## config.mk

```make
export PLATFORM = sky130hd
export DESIGN_NAME = serial_add_ctrl
export DESIGN_NICKNAME = d
export VERILOG_FILES = /design/src/rtl/serial_add_ctrl.sv
export SDC_FILE = /design/constraint.sdc
export NUM_CORES = 1
export LEC_CHECK = 0
export BUFFER_PORTS_ARGS = -buffer_cell sky130_fd_sc_hd__buf_2
export CAP_MARGIN = 20
export CORE_MARGIN = 2
export CORE_UTILIZATION = 50
export CTS_CLUSTER_DIAMETER = 60
export DETAILED_ROUTE_END_ITERATION = 8
export PLACE_DENSITY_LB_ADDON = 0.12
export SLEW_MARGIN = 15
export SYNTH_ARGS = -nofsm -noshare
export SYNTH_HDL_FRONTEND = slang
export SYNTH_SLANG_ARGS = --single-unit
```

## constraint.sdc

```tcl
create_clock -name clk -period 2.05 [get_ports clk]
set_input_delay 0.1025 -clock clk [delete_from_list [all_inputs] [get_ports clk]]
set_output_delay 0.1025 -clock clk [all_outputs]
set_load 0.05 [all_outputs]
```

## src/rtl/serial_add_ctrl.sv

```systemverilog
// Bit-serial WIDTH-bit adder controller: sequences one external 1-bit full adder,
// LSB first, and presents the registered sum and carry-out with a one-cycle done pulse.
module serial_add_ctrl #(
  parameter int WIDTH = 8
) (
  input  logic             clk,
  input  logic             rst,
  input  logic             start,
  input  logic [WIDTH-1:0] a_in,
  input  logic [WIDTH-1:0] b_in,
  input  logic             cin_in,
  output logic             busy,
  output logic             done,
  output logic [WIDTH-1:0] sum_out,
  output logic             cout_out,
  output logic             fa_a,
  output logic             fa_b,
  output logic             fa_cin,
  input  logic             fa_sum,
  input  logic             fa_cout
);

  localparam int CW = $clog2(WIDTH + 1);

  typedef enum logic [1:0] {IDLE, RUN, DONE} state_t;

  state_t           state;
  logic [WIDTH-1:0] a_sh;
  logic [WIDTH-1:0] b_sh;
  logic [WIDTH-1:0] s_sh;
  logic [WIDTH-1:0] s_next;
  logic             carry;
  logic [CW-1:0]    cnt;

  // Shift form rather than a part-select so WIDTH=1 stays legal.
  always_comb begin
    s_next = (s_sh >> 1) | (WIDTH'(fa_sum) << (WIDTH - 1));
  end

  // The fa sees operand bits only in RUN; gating on state keeps it quiet in IDLE/DONE and in reset.
  assign fa_a   = (state == RUN) & a_sh[0];
  assign fa_b   = (state == RUN) & b_sh[0];
  assign fa_cin = (state == RUN) & carry;

  // NOTE: every register here is sequential state, so all updates use <= to avoid
  // ordering races between the shift registers and the counter compare.
  always_ff @(posedge clk or posedge rst) begin
    if (rst) begin
      state    <= IDLE;
      a_sh     <= '0;
      b_sh     <= '0;
      s_sh     <= '0;
      carry    <= 1'b0;
      cnt      <= '0;
      busy     <= 1'b0;
      done     <= 1'b0;
      sum_out  <= '0;
      cout_out <= 1'b0;
    end else begin
      case (state)
        IDLE: begin
          done <= 1'b0;
          if (start) begin
            a_sh  <= a_in;
            b_sh  <= b_in;
            carry <= cin_in;
            cnt   <= '0;
            busy  <= 1'b1;
            state <= RUN;
          end
        end
        RUN: begin
          s_sh  <= s_next;
          carry <= fa_cout;
          a_sh  <= a_sh >> 1;
          b_sh  <= b_sh >> 1;
          cnt   <= cnt + CW'(1);
          if (cnt == CW'(WIDTH - 1)) begin
            sum_out  <= s_next;
            cout_out <= fa_cout;
            busy     <= 1'b0;
            done     <= 1'b1;
            state    <= DONE;
          end
        end
        DONE: begin
          done  <= 1'b0;
          state <= IDLE;
        end
        default: state <= IDLE;
      endcase
    end
  end

endmodule

```

==> run metrics, run 1 <==
Util after Layout=62.5%; first-pass GRT wire length=6.22 mm; part of the cycle the worst path needs=86.2%; cell area power density=1630 nW/um^2; Max FO, Critical Path=19; Final Slew Violations=0; r2r setup slk=0.37 ns; Max Freq=566 MHz; Clock Tree Root=clkbuf_4; Pleak=0.00107 uW; Hold Slack=0.0280 ns; Netlist Area Pre-Place=1780 sq um; CP bufs+invs=3; crit path cell chain=buf_4 -> nor2b_1 -> buf_4 -> and2_1 -> buf_2; HP Class=primary input to flip-flop; Crit Path Class=flip-flop to output pin; final wirelength=3.55 mm; Yosys cell types=24; Post-Syn Area per Cell=10.6 sq um; measured slew at the worst slew-check pin=0.566 ns; Syn Inst Count=167; Startpoint Class=flip-flop; slew margin rel.=62.1%; drc violations=0; required time worst endpoint=1.95 ns; Antenna Cells=0; HPWL Detailed=2.43 mm; vias in the first global route=1349; clock slew at reported path FFs=0.12 ns; final setup fails=0; Post-CTS Resized=0; CP peak stage delay=0.39 ns; Worst-Skew Late Latency=0.35 ns; Post-Synth XOR/XNOR Area=0%; adder-cell share of the synthesized area=0.704%; Crit path top cell by count=buf_4; Synth Area in Compound Gates=13.2%; RSZ-0062 raised after global routing=no; Mapped Nets=190; Synth Warn #=0; min cycle time layout=1.77 ns; main combinational cell family by area after synthesis=simple AND/OR/NAND/NOR gates; Inserted Clock Buffers=5; initial antenna violation count=0; drt first pass iters=4; H-tree Lvls=2; Peak VDD IR=0.000981 V; Die Y=63.6 um; post-route ant nets=0; CP max-delay cell=dfrtp_1; CTS max path bufs=2; detailed router's first-iteration violation count=54; share of layout cells above drive strength 1=28.2%; grt ovf=0; Post-Synth Simple-Gate Area=18.5%; proportion of synthesized area in mux cells=6.27%; Clock Sinks=41; #FFs+latches synth=41; crit end category=output pin; chip width=63.6 um; CTS tree=built; Crit path max-delay family=buffers and inverters; critical path arrival=1.66 ns; Hold Vio Cnt, Final=0; die area=4050 sq um; initial core utilization=52.8%; Layout area overhead=18.3%; maxcap violations=0; total number of vias=1285; Worst Skew=0.0119 ns; Post-CTS Setup Inserts=0; row count=21; Tot GR Track Use=19.9%; drt via density=5.04; setup_tns=0 ns; Avg WL per Cell=13.9 um; largest net degree at the start of global routing=42; IO Port Bufs=35; core area=3360 sq um; Nets=232; count of hold-fix buffers inserted at cts=4; routability cong.=0.731; # IOs=36; outcome=finished, final reports clean; sequential cell area fraction in the yosys report=57.7%
[routing by layer]
layer  share of wire [%]  track usage, %
met2                  46            31.6
met5                   0               0
met4                 1.5            7.88
met1                  48            26.3
met3                 4.4            4.82
[Yosys cell counts (all sizes together)]
| cell type | count | share of area (%) |
|---|---|---|
| dfrtp | 41 | 58 |
| nand2 | 38 | 8.0 |
| o21ai | 16 | 4.5 |
| a21oi | 12 | 3.4 |
| and3b | 11 | 5.4 |
| mux2 | 9 | 5.7 |
| clkbuf | 7 | 1.5 |
| a22oi | 5 | 2.1 |
| a22o | 4 | 2.0 |
| and2 | 4 | 1.4 |
| buf | 4 | 1.8 |
| nor2 | 3 | 0.63 |
| nand2b | 2 | 0.70 |
| nor2b | 2 | 0.70 |
| a21o | 1 | 0.42 |
| ha | 1 | 0.70 |
| inv | 1 | 0.21 |
| mux2i | 1 | 0.56 |
| nand3 | 1 | 0.28 |
| nor3 | 1 | 0.92 |
| nor3b | 1 | 0.42 |
| o21bai | 1 | 0.42 |
| o31ai | 1 | 0.42 |
[final timing paths]
| path | startpoint | to | depth (start not counted) |
|---|---|---|---|
| max in group asynchronous | rst | a_sh[6] | 4 |
| max reg2reg | cnt[0] | cout_out | 4 |
| min | fa_cout | cout_out | 2 |
| min in group asynchronous | rst | a_sh[4] | 4 |
| max | state[1] | fa_cin | 5 |
| min reg2reg | b_sh[0] | b_sh[0] | 2 |
[cells by family after synthesis]
family,Yosys count
simple gates,63
mux,10
compound gates,40
fa+ha+maj,1
flops,41
buf+inv,12
[through the flow]
stage               power, uW  area, sq um  setup slack, ns  cells
floorplan                2620         1780            0.599    167
global placement         2960         2000            0.438    244
detailed placement       3040         2000            0.372    244
CTS                      3460         2100            0.268    255
global route             3680         2100            0.196    255
finish                   3430         2100            0.283    255
[state kept, by name, indices dropped and copies added, names as in the netlist]
name      cells
s_sh          7
carry         1
state         2
done          1
cnt           4
busy          1
cout_out      1
b_sh          8
a_sh          8
sum_out       8
[worst reg2reg max path, stage by stage, from the launching register on]
cell and delay [ns]:
dfrtp_1 0.40, ha_1 0.21, nand2_1 0.11, nor3_4 0.46, mux2_2 0.40
[power breakdown]
| group | leakage [uW] | switching (uW) | internal (uW) |
|---|---|---|---|
| clock | 0.0000303 | 258 | 161 |
| sequential | 0.000521 | 222 | 1160 |
| combinational | 0.000521 | 1080 | 561 |
| total | 0.00107 | 1550 | 1880 |
[final cells by class]
type / instances / area, sq um
Clock inverter: 1 / 7.51
Tap cell: 46 / 57.6
Clock buffer: 6 / 51.3
Timing Repair Buffer: 46 / 268
Fill cell: 310 / 1260
Inverter: 1 / 3.75
Sequential cell: 41 / 1030
Multi-Input combinational cell: 114 / 688
[layout by cell type (no fill, tap or decap), types with 2 or more instances in the layout]
master          n
buf_4           7
o21ai_0        16
and2_1          4
mux2_2          9
a22o_1          4
and3b_1        11
clkbuf_4        5
buf_2          35
a22oi_1         5
dlygate4sd3_1   4
nand2b_1        2
nand2_1        38
dfrtp_1        41
nor2_1          3
a21oi_1        12
nor2b_1         2
Power figures use the tool's default switching activity.
==> inputs of run 2 (changes only) <==
--- a/config.mk
+++ b/config.mk
@@ -7,8 +7,10 @@
 export LEC_CHECK = 0
 export BUFFER_PORTS_ARGS = -buffer_cell sky130_fd_sc_hd__buf_2
 export CAP_MARGIN = 20
+export CELL_PAD_IN_SITES_DETAIL_PLACEMENT = 0
+export CELL_PAD_IN_SITES_GLOBAL_PLACEMENT = 1
 export CORE_MARGIN = 2
-export CORE_UTILIZATION = 50
+export CORE_UTILIZATION = 41
 export CTS_CLUSTER_DIAMETER = 60
 export DETAILED_ROUTE_END_ITERATION = 8
 export PLACE_DENSITY_LB_ADDON = 0.12
==> run metrics, run 2 (synthesis results as in run 1) <==
outcome=finished, final reports clean; total number of vias=1326 (+3.2%); largest net degree at the start of global routing=42 (unchanged); min cycle time layout=1.89 ns (+0.124 ns); Max Freq=529 MHz (-6.6%); drt first pass iters=4 (unchanged); grt ovf=0 (unchanged); Inserted Clock Buffers=5 (unchanged); detailed router's first-iteration violation count=80 (+48%); Antenna Cells=0 (unchanged); crit end category=output pin; FF-to-FF End=sum_out[5]; Pleak=0.00109 uW (+1.9%); Crit Path Class=flip-flop to output pin; Max FO, Critical Path=34 (+15); Fillers=378 (+22%); row count=23 (+9.5%); r2r setup slk=0.42 ns (+0.05 ns); Peak VDD IR=0.000803 V (-18%); reg2reg path depth=5 (+1); H-tree Lvls=2 (unchanged); chip width=69.8 um (+9.8%); Final Slew Violations=0 (unchanged); Critical path origin=state[0]; Die Y=69.8 um (+9.8%); RSZ-0062 raised after global routing=no; Startpoint Class=flip-flop; first-pass GRT wire length=6.91 mm (+11%); initial core utilization=43.5% (-9.3 points); required time worst endpoint=1.95 ns (about the same); reported net switching power=1580 uW (+1.3%); maxcap violations=0 (unchanged); critical path arrival=1.79 ns (+0.13 ns); Finished Layout Cells=258 (+1.2%); clock slew at reported path FFs=0.08 ns (-0.04 ns); Hold Vio Cnt, Final=0 (unchanged); CTS tree=built; Clock Tree Root=clkbuf_8; Post-CTS Setup Inserts=0 (unchanged); setup_tns=0 ns (unchanged); initial antenna violation count=0 (unchanged); Layout area overhead=20.8%; final setup fails=0 (unchanged); part of the cycle the worst path needs=92.2% (+6.1 points); post-route ant nets=0 (unchanged); sequential fraction of design power=37.2% (-2.9 points); HP Class=primary input to flip-flop; HPWL Detailed=2.57 mm (+6.0%); Comb pwr share=44.6% (-3.1 points); clock network power share=18.3% (+6.1 points); Worst Skew=0.00512 ns (-0.00683 ns); Post-Place Cells=249 (+2.0%); Clock Sinks=41 (unchanged); vias in the first global route=1456 (+7.9%); Worst-Skew Late Latency=0.29 ns (-0.06 ns); # IOs=36 (unchanged); slew margin rel.=65.4% (+3.3 points); routability cong.=0.749 (+2.5%); most common cell after layout, fill and taps aside=dfrtp_1; final wirelength=3.74 mm (+5.5%); P_int=2120 uW (+13%); share of layout cells above drive strength 1=29.3% (+1.1 points); Largest regs=a_sh (8), b_sh (8), sum_out (8); most frequent cells in the layout=dfrtp_1, nand2_1, buf_2; cell area power density=1720 nW/um^2 (+5.4%); Worst Setup EP=fa_a; die area=4880 sq um (+21%); drc violations=0 (unchanged); measured slew at the worst slew-check pin=0.518 ns (-0.0479 ns); Tot GR Track Use=17.8% (-2.1 points); drt via density=5.14 (+2.0%); Net Sw Frac=42.7% (-2.6 points); Min-Delay Path Depth=3 (+1); R2R Path Start=cnt[0]; Avg WL per Cell=14.5 um (+4.3%); CTS max path bufs=2 (unchanged); IO Port Bufs=35 (unchanged); core area=4090 sq um (+22%); Nets=230 (-0.86%)
## run 2: routing by layer
metal / track usage, % / routed length (um) / vias up
met1: 24.4 / 1780 / 644
met4: 5.77 / 55 / 0
met3: 5.96 / 168 / 6
li1: - / - / 648
met2: 26.8 / 1740 / 28
met5: 0 / 0 / -
## run 2: worst min-delay path by stage
stage / startpoint / endpoint / slack (ns)
after floorplan: fa_sum / s_sh[7] / 0.21
after global placement: rst / busy / 0.25
after detailed placement: rst / sum_out[0] / 0.28
after CTS: fa_sum / s_sh[7] / 0.03
after global routing: b_in[7] / b_sh[7] / 0.01
final: fa_sum / s_sh[7] / 0.03
## run 2: critical path: stages, from the launching register on
cell and delay [ns]:
dfrtp_1 0.36, buf_4 0.30, nor2b_1 0.39, and2_1 0.18
buf_2 0.26
## run 2: timing repair
| item | CTS | global route |
|---|---|---|
| hold endpoints to repair | 41 | 0 |
| resized for setup | 0 | 0 |
| hold buffers | 1 | 0 |
## run 2: power groups by stage
stage / Clock, uW / Combinational [uW] / Sequential (uW)
2_1_floorplan: 0 / 926 / 1700
3_3_place_gp: 0 / 1620 / 1370
6_report: 674 / 1650 / 1370
5_1_grt: 735 / 1830 / 1420
3_5_place_dp: 0 / 1660 / 1390
4_1_cts: 699 / 1670 / 1370
## run 2: final cells by class
cell class | instances | area (sq um) | share of cell area, %
multi-input combinational | 114 | 688 | 32.1
timing repair buffer | 44 | 245 | 11.4
sequential | 41 | 1030 | 47.8
clock inverter | 2 | 37.5 | 1.75
clock buffer | 6 | 82.6 | 3.85
inverter | 1 | 3.75 | 0.175
tap | 50 | 62.6 | 2.92
## run 2: metrics by stage
| step | power, uW | utilization, % | setup WS [ns] | cell area, sq um | hold slack (ns) |
|---|---|---|---|---|---|
| final | 3690 | 52.5 | 0.159 | 2150 | 0.0306 |
| after global routing | 3990 | 52.5 | 0.00397 | 2150 | 0.0135 |
| after CTS | 3740 | 52.5 | 0.122 | 2150 | 0.0255 |
| after detailed placement | 3050 | 49.3 | 0.420 | 2020 | 0.283 |
| after global placement | 2990 | 49.3 | 0.481 | 2020 | 0.245 |
| after floorplan | 2620 | - | 0.599 | 1780 | 0.208 |
